==> src/rtl/rv32i_dbg_port.sv <==
// Host debug/loader port for rv32i_seq: halts the core and performs byte-serial memory, regfile and PC accesses.
// Optional feature macro: RV32I_DBG_PC_WRITE_EN (adds pc_we/pc_wdata and allows PC writes).
module rv32i_dbg_port #(
  parameter int unsigned XLEN       = 32,
  parameter int unsigned DMEM_BYTES = 4096,
  parameter int unsigned IMEM_BYTES = 4096
) (
  input  logic            clock,
  input  logic            reset_n,
  input  logic            cmd_valid,
  output logic            cmd_ready,
  input  logic            cmd_write,
  input  logic [1:0]      cmd_target,
  input  logic [XLEN-1:0] cmd_addr,
  input  logic [2:0]      cmd_nbytes,
  input  logic [XLEN-1:0] cmd_wdata,
  output logic            rsp_valid,
  input  logic            rsp_ready,
  output logic [XLEN-1:0] rsp_rdata,
  output logic            rsp_err,
  output logic            halt_req,
  input  logic            halted,
  output logic            mem_sel,
  output logic            mem_en,
  output logic            mem_we,
  output logic [XLEN-1:0] mem_addr,
  output logic [7:0]      mem_wdata,
  input  logic [7:0]      mem_rdata,
  output logic [4:0]      rf_addr,
  output logic            rf_we,
  output logic [XLEN-1:0] rf_wdata,
  input  logic [XLEN-1:0] rf_rdata,
  input  logic [XLEN-1:0] pc_value
`ifdef RV32I_DBG_PC_WRITE_EN
  ,
  output logic            pc_we,
  output logic [XLEN-1:0] pc_wdata
`endif
);

  localparam int unsigned AW = XLEN + 1;
  localparam logic [1:0] T_DMEM = 2'd0;
  localparam logic [1:0] T_IMEM = 2'd1;
  localparam logic [1:0] T_REGF = 2'd2;

  typedef enum logic [2:0] {S_IDLE, S_HALT_WAIT, S_ACCESS, S_CAPTURE, S_RESP} state_e;

  state_e            state_q, state_d;
  logic              c_write_q, c_write_d;
  logic [1:0]        c_target_q, c_target_d;
  logic [XLEN-1:0]   c_addr_q, c_addr_d;
  logic [2:0]        c_nbytes_q, c_nbytes_d;
  logic [XLEN-1:0]   c_wdata_q, c_wdata_d;
  logic [1:0]        idx_q, idx_d;
  logic [XLEN-1:0]   acc_q, acc_d;

  logic              cmd_ready_d, rsp_valid_d, rsp_err_d, halt_req_d;
  logic [XLEN-1:0]   rsp_rdata_d;
  logic              mem_sel_d, mem_en_d, mem_we_d;
  logic [XLEN-1:0]   mem_addr_d;
  logic [7:0]        mem_wdata_d;
  logic [4:0]        rf_addr_d;
  logic              rf_we_d;
  logic [XLEN-1:0]   rf_wdata_d;
`ifdef RV32I_DBG_PC_WRITE_EN
  logic              pc_we_d;
  logic [XLEN-1:0]   pc_wdata_d;
`endif

  logic [AW-1:0]     end_addr_c, limit_c;
  logic              err_c, issue_c, last_c;
  logic [XLEN-1:0]   acc_new_c;

  // Command rejection decode; the range check is one bit wider than XLEN so it cannot wrap.
  always_comb begin
    end_addr_c = AW'(cmd_addr) + AW'(cmd_nbytes);
    limit_c    = (cmd_target == T_IMEM) ? AW'(IMEM_BYTES) : AW'(DMEM_BYTES);
    err_c      = 1'b0;
    unique case (cmd_target)
      T_DMEM, T_IMEM: err_c = (cmd_nbytes == 3'd0) || (cmd_nbytes > 3'd4) || (end_addr_c > limit_c);
      T_REGF:         err_c = (cmd_addr > XLEN'(31));
`ifdef RV32I_DBG_PC_WRITE_EN
      default:        err_c = cmd_write && (cmd_wdata[1:0] != 2'b00);
`else
      default:        err_c = cmd_write;
`endif
    endcase
  end

  always_comb begin
    state_d     = state_q;
    c_write_d   = c_write_q;
    c_target_d  = c_target_q;
    c_addr_d    = c_addr_q;
    c_nbytes_d  = c_nbytes_q;
    c_wdata_d   = c_wdata_q;
    idx_d       = idx_q;
    acc_d       = acc_q;
    cmd_ready_d = 1'b0;
    rsp_valid_d = 1'b0;
    rsp_err_d   = 1'b0;
    rsp_rdata_d = '0;
    halt_req_d  = 1'b0;
    mem_sel_d   = mem_sel;
    mem_en_d    = 1'b0;
    mem_we_d    = 1'b0;
    mem_addr_d  = mem_addr;
    mem_wdata_d = mem_wdata;
    rf_addr_d   = rf_addr;
    rf_we_d     = 1'b0;
    rf_wdata_d  = rf_wdata;
`ifdef RV32I_DBG_PC_WRITE_EN
    pc_we_d     = 1'b0;
    pc_wdata_d  = pc_wdata;
`endif
    issue_c     = 1'b0;
    last_c      = (idx_q == 2'(c_nbytes_q - 3'd1));
    acc_new_c   = acc_q | (XLEN'(mem_rdata) << {idx_q, 3'b000});

    unique case (state_q)
      S_IDLE: begin
        cmd_ready_d = 1'b1;
        if (cmd_valid && cmd_ready) begin
          c_write_d   = cmd_write;
          c_target_d  = cmd_target;
          c_addr_d    = cmd_addr;
          c_nbytes_d  = cmd_nbytes;
          c_wdata_d   = cmd_wdata;
          rf_addr_d   = cmd_addr[4:0];
          rf_wdata_d  = cmd_wdata;
`ifdef RV32I_DBG_PC_WRITE_EN
          pc_wdata_d  = cmd_wdata;
`endif
          cmd_ready_d = 1'b0;
          idx_d       = 2'd0;
          acc_d       = '0;
          if (err_c) begin
            state_d     = S_RESP;
            rsp_valid_d = 1'b1;
            rsp_err_d   = 1'b1;
          end else begin
            state_d    = S_HALT_WAIT;
            halt_req_d = 1'b1;
          end
        end
      end
      S_HALT_WAIT: begin
        halt_req_d = 1'b1;
        if (halted) begin
          state_d = S_ACCESS;
          issue_c = 1'b1;
        end
      end
      S_ACCESS: begin
        halt_req_d = 1'b1;
        if (c_target_q == T_DMEM || c_target_q == T_IMEM) begin
          if (!c_write_q) begin
            state_d = S_CAPTURE;
          end else if (last_c) begin
            state_d     = S_RESP;
            rsp_valid_d = 1'b1;
          end else begin
            idx_d   = idx_q + 2'd1;
            issue_c = 1'b1;
          end
        end else begin
          state_d     = S_RESP;
          rsp_valid_d = 1'b1;
          if (!c_write_q) rsp_rdata_d = (c_target_q == T_REGF) ? rf_rdata : pc_value;
        end
      end
      S_CAPTURE: begin
        halt_req_d = 1'b1;
        if (last_c) begin
          state_d     = S_RESP;
          rsp_valid_d = 1'b1;
          rsp_rdata_d = acc_new_c;
        end else begin
          state_d = S_ACCESS;
          idx_d   = idx_q + 2'd1;
          acc_d   = acc_new_c;
          issue_c = 1'b1;
        end
      end
      S_RESP: begin
        rsp_valid_d = 1'b1;
        rsp_err_d   = rsp_err;
        rsp_rdata_d = rsp_rdata;
        halt_req_d  = halt_req;
        if (rsp_ready) begin
          state_d     = S_IDLE;
          cmd_ready_d = 1'b1;
          rsp_valid_d = 1'b0;
          rsp_err_d   = 1'b0;
          rsp_rdata_d = '0;
          halt_req_d  = 1'b0;
        end
      end
      default: state_d = S_IDLE;
    endcase

    // Strobes are registered, so the access for byte idx_d is set up one cycle ahead.
    if (issue_c) begin
      if (c_target_q == T_REGF) begin
        rf_we_d = c_write_q && (c_addr_q[4:0] != 5'd0);
      end else if (c_target_q == T_DMEM || c_target_q == T_IMEM) begin
        mem_en_d    = 1'b1;
        mem_we_d    = c_write_q;
        mem_sel_d   = (c_target_q == T_IMEM);
        mem_addr_d  = c_addr_q + XLEN'(idx_d);
        mem_wdata_d = c_wdata_q[{idx_d, 3'b000} +: 8];
      end else begin
`ifdef RV32I_DBG_PC_WRITE_EN
        pc_we_d = c_write_q;
`endif
      end
    end
  end

  always_ff @(posedge clock or negedge reset_n) begin
    if (!reset_n) begin
      state_q    <= S_IDLE;
      c_write_q  <= 1'b0;
      c_target_q <= 2'd0;
      c_addr_q   <= '0;
      c_nbytes_q <= 3'd0;
      c_wdata_q  <= '0;
      idx_q      <= 2'd0;
      acc_q      <= '0;
      cmd_ready  <= 1'b1;
      rsp_valid  <= 1'b0;
      rsp_err    <= 1'b0;
      rsp_rdata  <= '0;
      halt_req   <= 1'b0;
      mem_sel    <= 1'b0;
      mem_en     <= 1'b0;
      mem_we     <= 1'b0;
      mem_addr   <= '0;
      mem_wdata  <= 8'd0;
      rf_addr    <= 5'd0;
      rf_we      <= 1'b0;
      rf_wdata   <= '0;
`ifdef RV32I_DBG_PC_WRITE_EN
      pc_we      <= 1'b0;
      pc_wdata   <= '0;
`endif
    end else begin
      state_q    <= state_d;
      c_write_q  <= c_write_d;
      c_target_q <= c_target_d;
      c_addr_q   <= c_addr_d;
      c_nbytes_q <= c_nbytes_d;
      c_wdata_q  <= c_wdata_d;
      idx_q      <= idx_d;
      acc_q      <= acc_d;
      cmd_ready  <= cmd_ready_d;
      rsp_valid  <= rsp_valid_d;
      rsp_err    <= rsp_err_d;
      rsp_rdata  <= rsp_rdata_d;
      halt_req   <= halt_req_d;
      mem_sel    <= mem_sel_d;
      mem_en     <= mem_en_d;
      mem_we     <= mem_we_d;
      mem_addr   <= mem_addr_d;
      mem_wdata  <= mem_wdata_d;
      rf_addr    <= rf_addr_d;
      rf_we      <= rf_we_d;
      rf_wdata   <= rf_wdata_d;
`ifdef RV32I_DBG_PC_WRITE_EN
      pc_we      <= pc_we_d;
      pc_wdata   <= pc_wdata_d;
`endif
    end
  end

endmodule

==> config.mk <==
export PLATFORM = sky130hd
export DESIGN_NAME = rv32i_dbg_port
export DESIGN_NICKNAME = d
export VERILOG_FILES = /design/src/rtl/rv32i_dbg_port.sv
export SDC_FILE = /design/constraint.sdc
export NUM_CORES = 1
export LEC_CHECK = 0
export CORE_MARGIN = 2
export CORE_UTILIZATION = 30
export DETAILED_ROUTE_END_ITERATION = 8
export SLEW_MARGIN = 5
export SYNTH_ARGS = -nofsm -noshare
export SYNTH_HDL_FRONTEND = slang
export SYNTH_SLANG_ARGS = --single-unit
==> constraint.sdc <==
create_clock -name clock -period 4.5 [get_ports clock]
set_clock_uncertainty 0.1 [all_clocks]
set_input_delay 1.35 -clock clock [delete_from_list [all_inputs] [get_ports clock]]
set_output_delay 1.35 -clock clock [all_outputs]
set_load 0.03 [all_outputs]
==> results of run 1 <==
cell usage in the layout (no fill, tap or decap), types with 3 or more instances in the layout:
master | netlist | final
clkdlybuf4s50_1 | 0 | 262
and2_1 | 9 | 9
buf_4 | 5 | 27
nor2b_1 | 8 | 7
ha_1 | 5 | 5
nor3_1 | 11 | 11
o211ai_1 | 3 | 3
nand4_1 | 9 | 9
mux2_2 | 83 | 83
a21oi_1 | 106 | 105
dfrtp_1 | 185 | 185
o221ai_1 | 32 | 32
nor2_1 | 87 | 87
xor2_1 | 23 | 23
clkbuf_16 | 0 | 17
o21ai_0 | 10 | 10
clkinv_8 | 0 | 8
a22oi_1 | 3 | 3
xnor2_1 | 17 | 17
or4_1 | 3 | 3
or2_2 | 5 | 5
nor4_1 | 12 | 11
inv_1 | 11 | 11
nand3_1 | 23 | 23
a31oi_1 | 5 | 5
and3_1 | 8 | 8
nand2_1 | 59 | 59
mux2i_1 | 58 | 58
timing repair:
action | 4_1_cts | 5_1_grt
setup buffers | 0 | 1
endpoints found under the setup margin | 0 | 2
hold buffers | 0 | 0
through the flow:
| stage | TNS, ns | util [%] |
|---|---|---|
| global route | 0 | 42.7 |
| finish | 0 | 42.7 |
| detailed placement | -0.673 | 40.6 |
| CTS | 0 | 42.6 |
| global placement | -0.166 | 40.6 |
| floorplan | 0 | - |
kinds of logic (layout without fill, tap and decap cells):
group | after synthesis | after routing | synth area share (%)
xor+xnor | 40 | 40 | 3.80
mux | 141 | 141 | 16.5
flops | 186 | 186 | 50.6
fa+ha+maj | 8 | 8 | 1.22
simple gates | 245 | 245 | 12.7
buf+inv | 70 | 335 | 3.23
compound gates | 179 | 179 | 12.1
per-layer routing:
layer / share of wire, % / global-route usage [%] / vias to the layer above
met2: 47 / 26.5 / 232
met1: 45 / 23.6 / 3684
met3: 6.1 / 3.41 / 25
met5: 0 / 0 / -
li1: - / - / 3648
met4: 1.5 / 4.74 / 0
registers in the layout, indices dropped and copies added, names as in the netlist, 2 cells and up:
register / cells
acc_q: 32
c_wdata_q: 32
mem_addr: 32
rsp_rdata: 32
c_addr_q: 28
mem_wdata: 8
rf_addr: 4
state_q: 3
c_nbytes_q: 2
c_target_q: 2
idx_q: 2
power breakdown:
group | total [mW] | internal, mW | switching, mW
Combinational | 3.08 | 1.45 | 1.63
Sequential | 2.66 | 2.19 | 0.473
Clock | 1.55 | 0.762 | 0.791
worst min-delay path, delay by kind of cell (launching register included):
| kind | cells | cell delay [ns] |
|---|---|---|
| simple gates | 1 | 0.05 |
| flops | 1 | 0.34 |
| compound gates | 1 | 0.06 |
final cells by class:
| class | count | share of cell area (%) |
|---|---|---|
| clock buffers | 17 | 3.28 |
| multi-input cells | 613 | 33.0 |
| inverters | 11 | 0.318 |
| flip-flops and latches | 186 | 35.9 |
| well taps | 396 | 3.82 |
| repair buffers | 292 | 22.2 |
| clock inverters | 15 | 1.55 |
path summary, 6_finish.rpt:
check	end	from	slack, ns	depth (start not counted)
max in group asynchronous	c_wdata_q[2]	reset_n	2.61	2
worst min register to register	rsp_rdata[28]	rsp_rdata[28]	0.39	2
worst min-delay path	rsp_rdata[28]	rsp_rdata[28]	0.39	2
worst max-delay path	mem_addr[31]	cmd_valid	0.36	15
min in group asynchronous	mem_addr[12]	reset_n	0.88	1
worst max register to register	mem_addr[28]	state_q[1]	0.95	17
==> impl_metrics.yaml, run 1 <==
cts:
  clockBufferDepth: 2
  cts_root_buffer: "clkbuf_16"
  clock_latency_ns: 0.43
  cts_buffers: 17
  cts_tree: "built"
  h-tree-depth: 4
  post_cts_resized: 0
  cts_sinks: 186
  cts.clk_slew.worst_paths_ns: 0.08
cells_and_area:
  multiInputGateArea_um2: 4280
  seqCellArea_um2: 4660
  num_antenna_cells: 0
  areaGrowthSynthToFinish_pct: 40.9
  stdcell_count: 1530
  fillers: 2933
  stdcell_area_um2: 13000
  nets: 1275
  drive_above_1_share_pct: 14.4
pwr:
  p_leak_nw: 5.42
  power_density_nw_per_um2: 562
  finalPower_mw: 7.29
  ir_drop_v: 0.000403
floorplan:
  chipWidth_um: 179
  core_area_um2: 30400
  io_pins: 264
  floorplan.initialDensity_pct: 30.3
  rows: 64
  fp.dieH_um: 179
  dieArea_um2: 32100
place:
  placed_cell_area_um2: 12300
  place_congestion: 0.863
  hpwl_mm: 19.8
  dp.cells: 1497
  dp_slack_ns: -0.203
  port_buffers: 263
worst_setup_path:
  critPathKind: "in -> reg"
  critPathMaxStageDelay_ns: 0.49
  cp_max_fo: 5
  cp_cell_sequence: "clkdlybuf4s50_1 -> nand3_1 -> a21o_1 -> a21oi_2 -> inv_1 -> ha_1 -> a21oi_1 -> nor4b_1 -> nand4_1 -> buf_4 -> nor3_1 -> buf_4 -> nand4_1 -> xor2_1 -> a21oi_1"
  cpLargestDelayFamily: "simple AND/OR/NAND/NOR gates"
  critPathArrivalTime_ns: 4.39
  crit_buf_inv: 4
  setup.worst_path.start_class: "input port"
  cp_slowest_cell: "clkdlybuf4s50_1"
  cp-end-kind: "flop"
  cp.required_ns: 4.75
timing:
  hold_ws_ns: 0.385
  fmax_mhz: 241
  maxSlewHeadroom_pct: 41.1
  finalSetupViolCount: 0
  final-hold-violation-count: 0
  worstMarginPinSlew_ns: 0.877
  rsz0062_at_grt: "no"
  period_minus_slack_ns: 4.14
  finalCritPeriodShare_pct: 92.0
  slew_violations: 0
  setup_slack_ns: 0.359
logic_synthesis:
  synth_top_cells_by_count: "185 x dfrtp_1, 106 x a21oi_1, 87 x nor2_1"
  syn_inst: 869
  yosysSeqAreaShare_pct: 50.6
  synth_most_common_cell: "dfrtp_1"
  synth_top_area_share_pct: 50.3
  ys.flop_type: "dfrtp_1"
  netlist_area_um2: 9210
  synth.avg_cell_area_um2: 10.6
  yosys_warnings: 0
  ys_seq_elements: 186
  synth_top_area_cell: "dfrtp_1"
  syn_nets: 1023
  async_reset_ff_share_pct: 100
  ys_types: 58
  yosys-top-cells-area: "dfrtp_1 50%, mux2_2 10%, mux2i_1 6.3%, a21oi_1 5.8%, nor2_1 3.5%"
  synth_edf_count: 0
grt:
  grt_pass1_vias: 7405
  grt_max_degree: 95
  grt_pass1_wl_mm: 42.1
  groute.usage.overall_pct: 16.9
  antenna_found_initial: 0
  gr-total-overflow: 0
hold_path:
  hp-class: "reg -> reg"
routing:
  drt-total-wl_mm: 27.2
  drc: 0
  vias: 7589
  drtPass1Iterations: 5
  drt-wirelength-per-cell_um: 17.8
  vias_per_cell: 4.96
  antenna_left: 0
  drt_iter0_drc: 529
flow_run:
  drv_cap: 0
status:
  status: "complete, no violations"
Note: power is estimated with default switching activity, not from simulation.
==> run 2, diff against run 1 <==
- CAP_MARGIN: not set -> 40
- SLEW_MARGIN: 5 -> 10
==> run 2 against run 1 <==
Core utilization about the same. Critical path type unchanged. Via count about the same. Worst hold slack worse by 0.00052 ns. Design area is essentially flat. Largest power group unchanged. Die area did not move.
==> impl_metrics.yaml, run 2 (same netlist as run 1, synthesis figures left out) <==
status:
  status: "complete, no violations"
cells_and_area:
  final_core_util_pct: 42.7
  num_antenna_cells: 0
  stdcell_count: 1531
  nets: 1276
  drive_above_1_share_pct: 14.4
  layout_common_cells: "262 x clkdlybuf4s50_1, 185 x dfrtp_1, 105 x a21oi_1"
  areaGrowthSynthToFinish_pct: 41.0
  final_common_cell: "clkdlybuf4s50_1"
worst_setup_path:
  critPathKind: "in -> reg"
  r2r_cells: 16
  cp_max_fo: 5
  cp.required_ns: 4.75
  regToRegStartpoint: "idx_q[1]"
  reg2reg_slack_ns: 0.91
  rr_endpoint: "mem_addr[28]"
  cp-end-kind: "flop"
  critPathArrivalTime_ns: 4.39
  setup.worst_path.start_class: "input port"
routing:
  vias: 7588
  vias_per_cell: 4.96
  drc: 0
  drt_iter0_drc: 535
  drt-wirelength-per-cell_um: 17.7
  drtPass1Iterations: 4
  antenna_left: 0
  drt-total-wl_mm: 27.2
hold_path:
  hold_end: "rsp_rdata[28]"
  hold_start: "rsp_rdata[28]"
  holdPathStages: 2
  hp-class: "reg -> reg"
floorplan:
  rows: 64
  floorplan.initialDensity_pct: 30.3
  io_pins: 264
  chipWidth_um: 179
  core_area_um2: 30400
  dieArea_um2: 32100
  fp.dieH_um: 179
cts:
  cts_buffers: 17
  cts_root_buffer: "clkbuf_16"
  cts_tree: "built"
  cts.clk_slew.worst_paths_ns: 0.08
  h-tree-depth: 4
  clock_latency_ns: 0.43
  clockBufferDepth: 2
  cts_sinks: 186
  cts_hold_buf: 0
timing:
  rsz0062_at_grt: "no"
  worstMarginPinSlew_ns: 0.793
  slew_violations: 0
  final-hold-violation-count: 0
  period_minus_slack_ns: 4.14
  finalSetupViolCount: 0
  fmax_mhz: 242
  maxSlewHeadroom_pct: 47.1
  finalCritPeriodShare_pct: 92.0
grt:
  grt_max_degree: 95
  groute.usage.overall_pct: 16.9
  gr-total-overflow: 0
  grt_pass1_vias: 7405
  antenna_found_initial: 0
  grt_pass1_wl_mm: 42.1
place:
  hpwl_mm: 19.8
  dp.cells: 1497
  port_buffers: 263
  place_congestion: 0.863
flow_run:
  drv_cap: 0
pwr:
  power_density_nw_per_um2: 562
  ir_drop_v: 0.000404
  p_leak_nw: 5.42
run 2: cell types whose count changed in the layout (fill, tap and decap cells not counted):
cell	change
buf_2	+1
run 2: timing repair:
item / 4_1_cts / 5_1_grt
resized for setup: 0 / 0
buffers inserted: 0 / 1
setup endpoints to repair: 0 / 2
run 2: per-stage QoR:
stage	worst slack [ns]	hold WS, ns	TNS [ns]	power (mW)	area, um^2
after floorplan	0.242	0.363	0	4.51	9210
after global placement	-0.0877	0.367	-0.166	5.76	12300
after detailed placement	-0.203	0.374	-0.673	5.80	12300
after CTS	0.235	0.393	0	7.39	13000
after global routing	0.0518	0.405	0	7.71	13000
final	0.360	0.384	0	7.29	13000
run 2: worst max-delay path by stage:
stage | startpoint | slack, ns | cells after the start | to
floorplan | cmd_valid | 0.24 | 13 | mem_addr[31]
global placement | cmd_valid | -0.09 | 14 | mem_addr[31]
detailed placement | cmd_valid | -0.20 | 14 | mem_addr[31]
CTS | cmd_valid | 0.24 | 14 | mem_addr[31]
global route | cmd_valid | 0.05 | 15 | mem_addr[27]
finish | cmd_valid | 0.36 | 15 | mem_addr[31]
run 2: layout make-up:
| cell class | instances | area, um^2 |
|---|---|---|
| clock buffer | 17 | 425 |
| clock inverter | 15 | 201 |
| fill | 2934 | 17400 |
| inverter | 11 | 41.3 |
| multi-input combinational | 613 | 4280 |
| sequential | 186 | 4660 |
| tap | 396 | 495 |
| timing repair buffer | 293 | 2880 |
run 2: where the power goes:
part / switching (mW) / total (mW) / internal (mW)
Sequential: 0.472 / 2.66 / 2.19
Combinational: 1.63 / 3.08 / 1.45
Clock: 0.792 / 1.55 / 0.762
Total: 2.89 / 7.29 / 4.40
run 2: critical path: stages:
cell and delay, ns:
clkdlybuf4s50_1 0.49, nand3_1 0.10, a21o_1 0.22, a21oi_2 0.16, inv_1 0.11, ha_1 0.29, a21oi_1 0.10, nor4b_1 0.44
nand4_1 0.15, buf_4 0.20, nor3_1 0.23, buf_4 0.17, nand4_1 0.10, xor2_1 0.16, a21oi_1 0.13
run 2: layer usage:
metal  vias to the layer above  share of wire [%]  GRT usage, %
met5                         -                  0             0
met4                         0                1.5          4.74
met3                        27                6.5          3.41
met2                       237                 47          26.5
met1                      3675                 45          23.6
li1                       3649                  -             -
==> run 3, diff against run 2 <==
--- a/constraint.sdc
+++ b/constraint.sdc
@@ -4,2 +4,2 @@
 set_output_delay 1.35 -clock clock [all_outputs]
-set_load 0.03 [all_outputs]
+set_load 0.1 [all_outputs]
==> run 3 against run 2 <==
Clock power about the same. Setup slack improved by 0.082 ns. Power increased by 48%. Worst hold slack improved by 0.0014 ns. Largest cell class is now non-clock buffers. Largest power group unchanged. Highest routed layer unchanged.
==> impl_metrics.yaml, run 3 (same netlist as run 1, synthesis figures left out) <==
routing:
  drtPass1Iterations: 5
  vias: 8134
  drt_iter0_drc: 543
  vias_per_cell: 4.94
  drt-total-wl_mm: 29.1
  drt-wirelength-per-cell_um: 17.7
  antenna_left: 0
  drc: 0
timing:
  slew_violations: 0
  rsz0062_at_grt: "no"
  final-hold-violation-count: 0
  hold_ws_ns: 0.386
  finalSetupViolCount: 0
  period_minus_slack_ns: 4.06
  setup_slack_ns: 0.441
  finalCritPeriodShare_pct: 90.2
  fmax_mhz: 246
  maxSlewHeadroom_pct: 47.7
  worstMarginPinSlew_ns: 0.784
cts:
  clock_latency_ns: 0.44
  clockBufferDepth: 2
  cts.clk_slew.worst_paths_ns: 0.07
  cts_sinks: 186
  cts_buffers: 17
  post_cts_resized: 0
  cts_tree: "built"
  h-tree-depth: 4
  cts_root_buffer: "clkbuf_16"
worst_setup_path:
  cp_cell_sequence: "clkdlybuf4s50_1 -> nand3_1 -> a21o_1 -> a21oi_2 -> inv_1 -> ha_1 -> a21oi_1 -> nor4b_1 -> nand4_1 -> buf_4 -> nor3_1 -> buf_4 -> nand4_1 -> xor2_1 -> a21oi_1"
  cp_slowest_cell: "clkdlybuf4s50_1"
  critPathArrivalTime_ns: 4.32
  cpLargestDelayFamily: "simple AND/OR/NAND/NOR gates"
  cp-end-kind: "flop"
  critPathKind: "in -> reg"
  cp.required_ns: 4.76
  cp_max_fo: 4
  crit_buf_inv: 4
  setup.worst_path.start_class: "input port"
  critPathMaxStageDelay_ns: 0.48
cells_and_area:
  final_common_cell: "clkdlybuf4s50_1"
  drive_above_1_share_pct: 22.5
  nets: 1393
  areaGrowthSynthToFinish_pct: 65.4
  num_antenna_cells: 0
  layout_common_cells: "261 x clkdlybuf4s50_1, 185 x dfrtp_1, 105 x a21oi_1"
  final_core_util_pct: 50.1
  stdcell_area_um2: 15200
status:
  status: "complete, no violations"
pwr:
  power_density_nw_per_um2: 709
  p_leak_nw: 6.47
  ir_drop_v: 0.000763
floorplan:
  dieArea_um2: 32100
  core_area_um2: 30400
  floorplan.initialDensity_pct: 30.3
  rows: 64
  io_pins: 264
  fp.dieH_um: 179
  chipWidth_um: 179
place:
  port_buffers: 263
  place_congestion: 0.860
  hpwl_mm: 21.6
  dp_slack_ns: -0.142
  placed_cell_area_um2: 14600
flow_run:
  drv_cap: 0
grt:
  antenna_found_initial: 0
  grt_max_degree: 95
  groute.usage.overall_pct: 18.2
  grt_pass1_vias: 8258
  gr-total-overflow: 0
  grt_pass1_wl_mm: 45.5
hold_path:
  hp-class: "reg -> reg"
==> run 3: worst min-delay path, stage by stage (launching register included) <==
cell and delay, ns:
dfrtp_1 0.35, nand2_1 0.05, o21ai_0 0.06
==> run 3: layout make-up <==
type                       count  area [um^2]
fill                        2671        15200
clock buffer                  17          425
timing repair buffer         410         5160
inverter                      11         41.3
tap                          396          495
multi-input combinational    613         4280
sequential                   186         4660
clock inverter                14          183
==> run 3: per-stage QoR <==
| stage | setup TNS, ns | total power, mW | instances |
|---|---|---|---|
| 4_1_cts | 0 | 10.9 | 1644 |
| 6_report | 0 | 10.8 | 1647 |
| 3_5_place_dp | -0.479 | 9.30 | 1613 |
| 2_1_floorplan | 0 | 6.40 | 869 |
| 5_1_grt | 0 | 11.2 | 1647 |
| 3_3_place_gp | -0.225 | 7.67 | 1497 |
==> run 3: layer usage <==
metal	vias up	part of all wire, %	global-route usage (%)
li1	3869	-	-
met1	3998	44	24.5
met2	233	49	29.7
met4	0	2.1	5.98
met5	-	0	0
met3	34	5.2	3.10
==> run 3: what timing repair did <==
| action | in CTS | in global routing |
|---|---|---|
| setup endpoints to repair | 0 | 2 |
| setup buffers | 0 | 2 |
| hold buffers | 0 | 0 |
==> run 3: power breakdown <==
part | switching, mW | internal, mW | leakage [nW]
combinational | 3.88 | 2.69 | 3.79
sequential | 0.480 | 2.19 | 2.38
clock | 0.720 | 0.842 | 0.290
==> run 3: final timing paths <==
kind / from / end / slack [ns] / depth (start not counted)
max in group asynchronous: reset_n / mem_wdata[1] / 2.59 / 2
worst min register to register: rsp_err / rsp_err / 0.39 / 2
worst min-delay path: rsp_err / rsp_err / 0.39 / 2
worst max register to register: idx_q[1] / mem_addr[28] / 0.93 / 16
min in group asynchronous: reset_n / mem_addr[12] / 0.89 / 1
worst max-delay path: cmd_valid / mem_addr[31] / 0.44 / 15
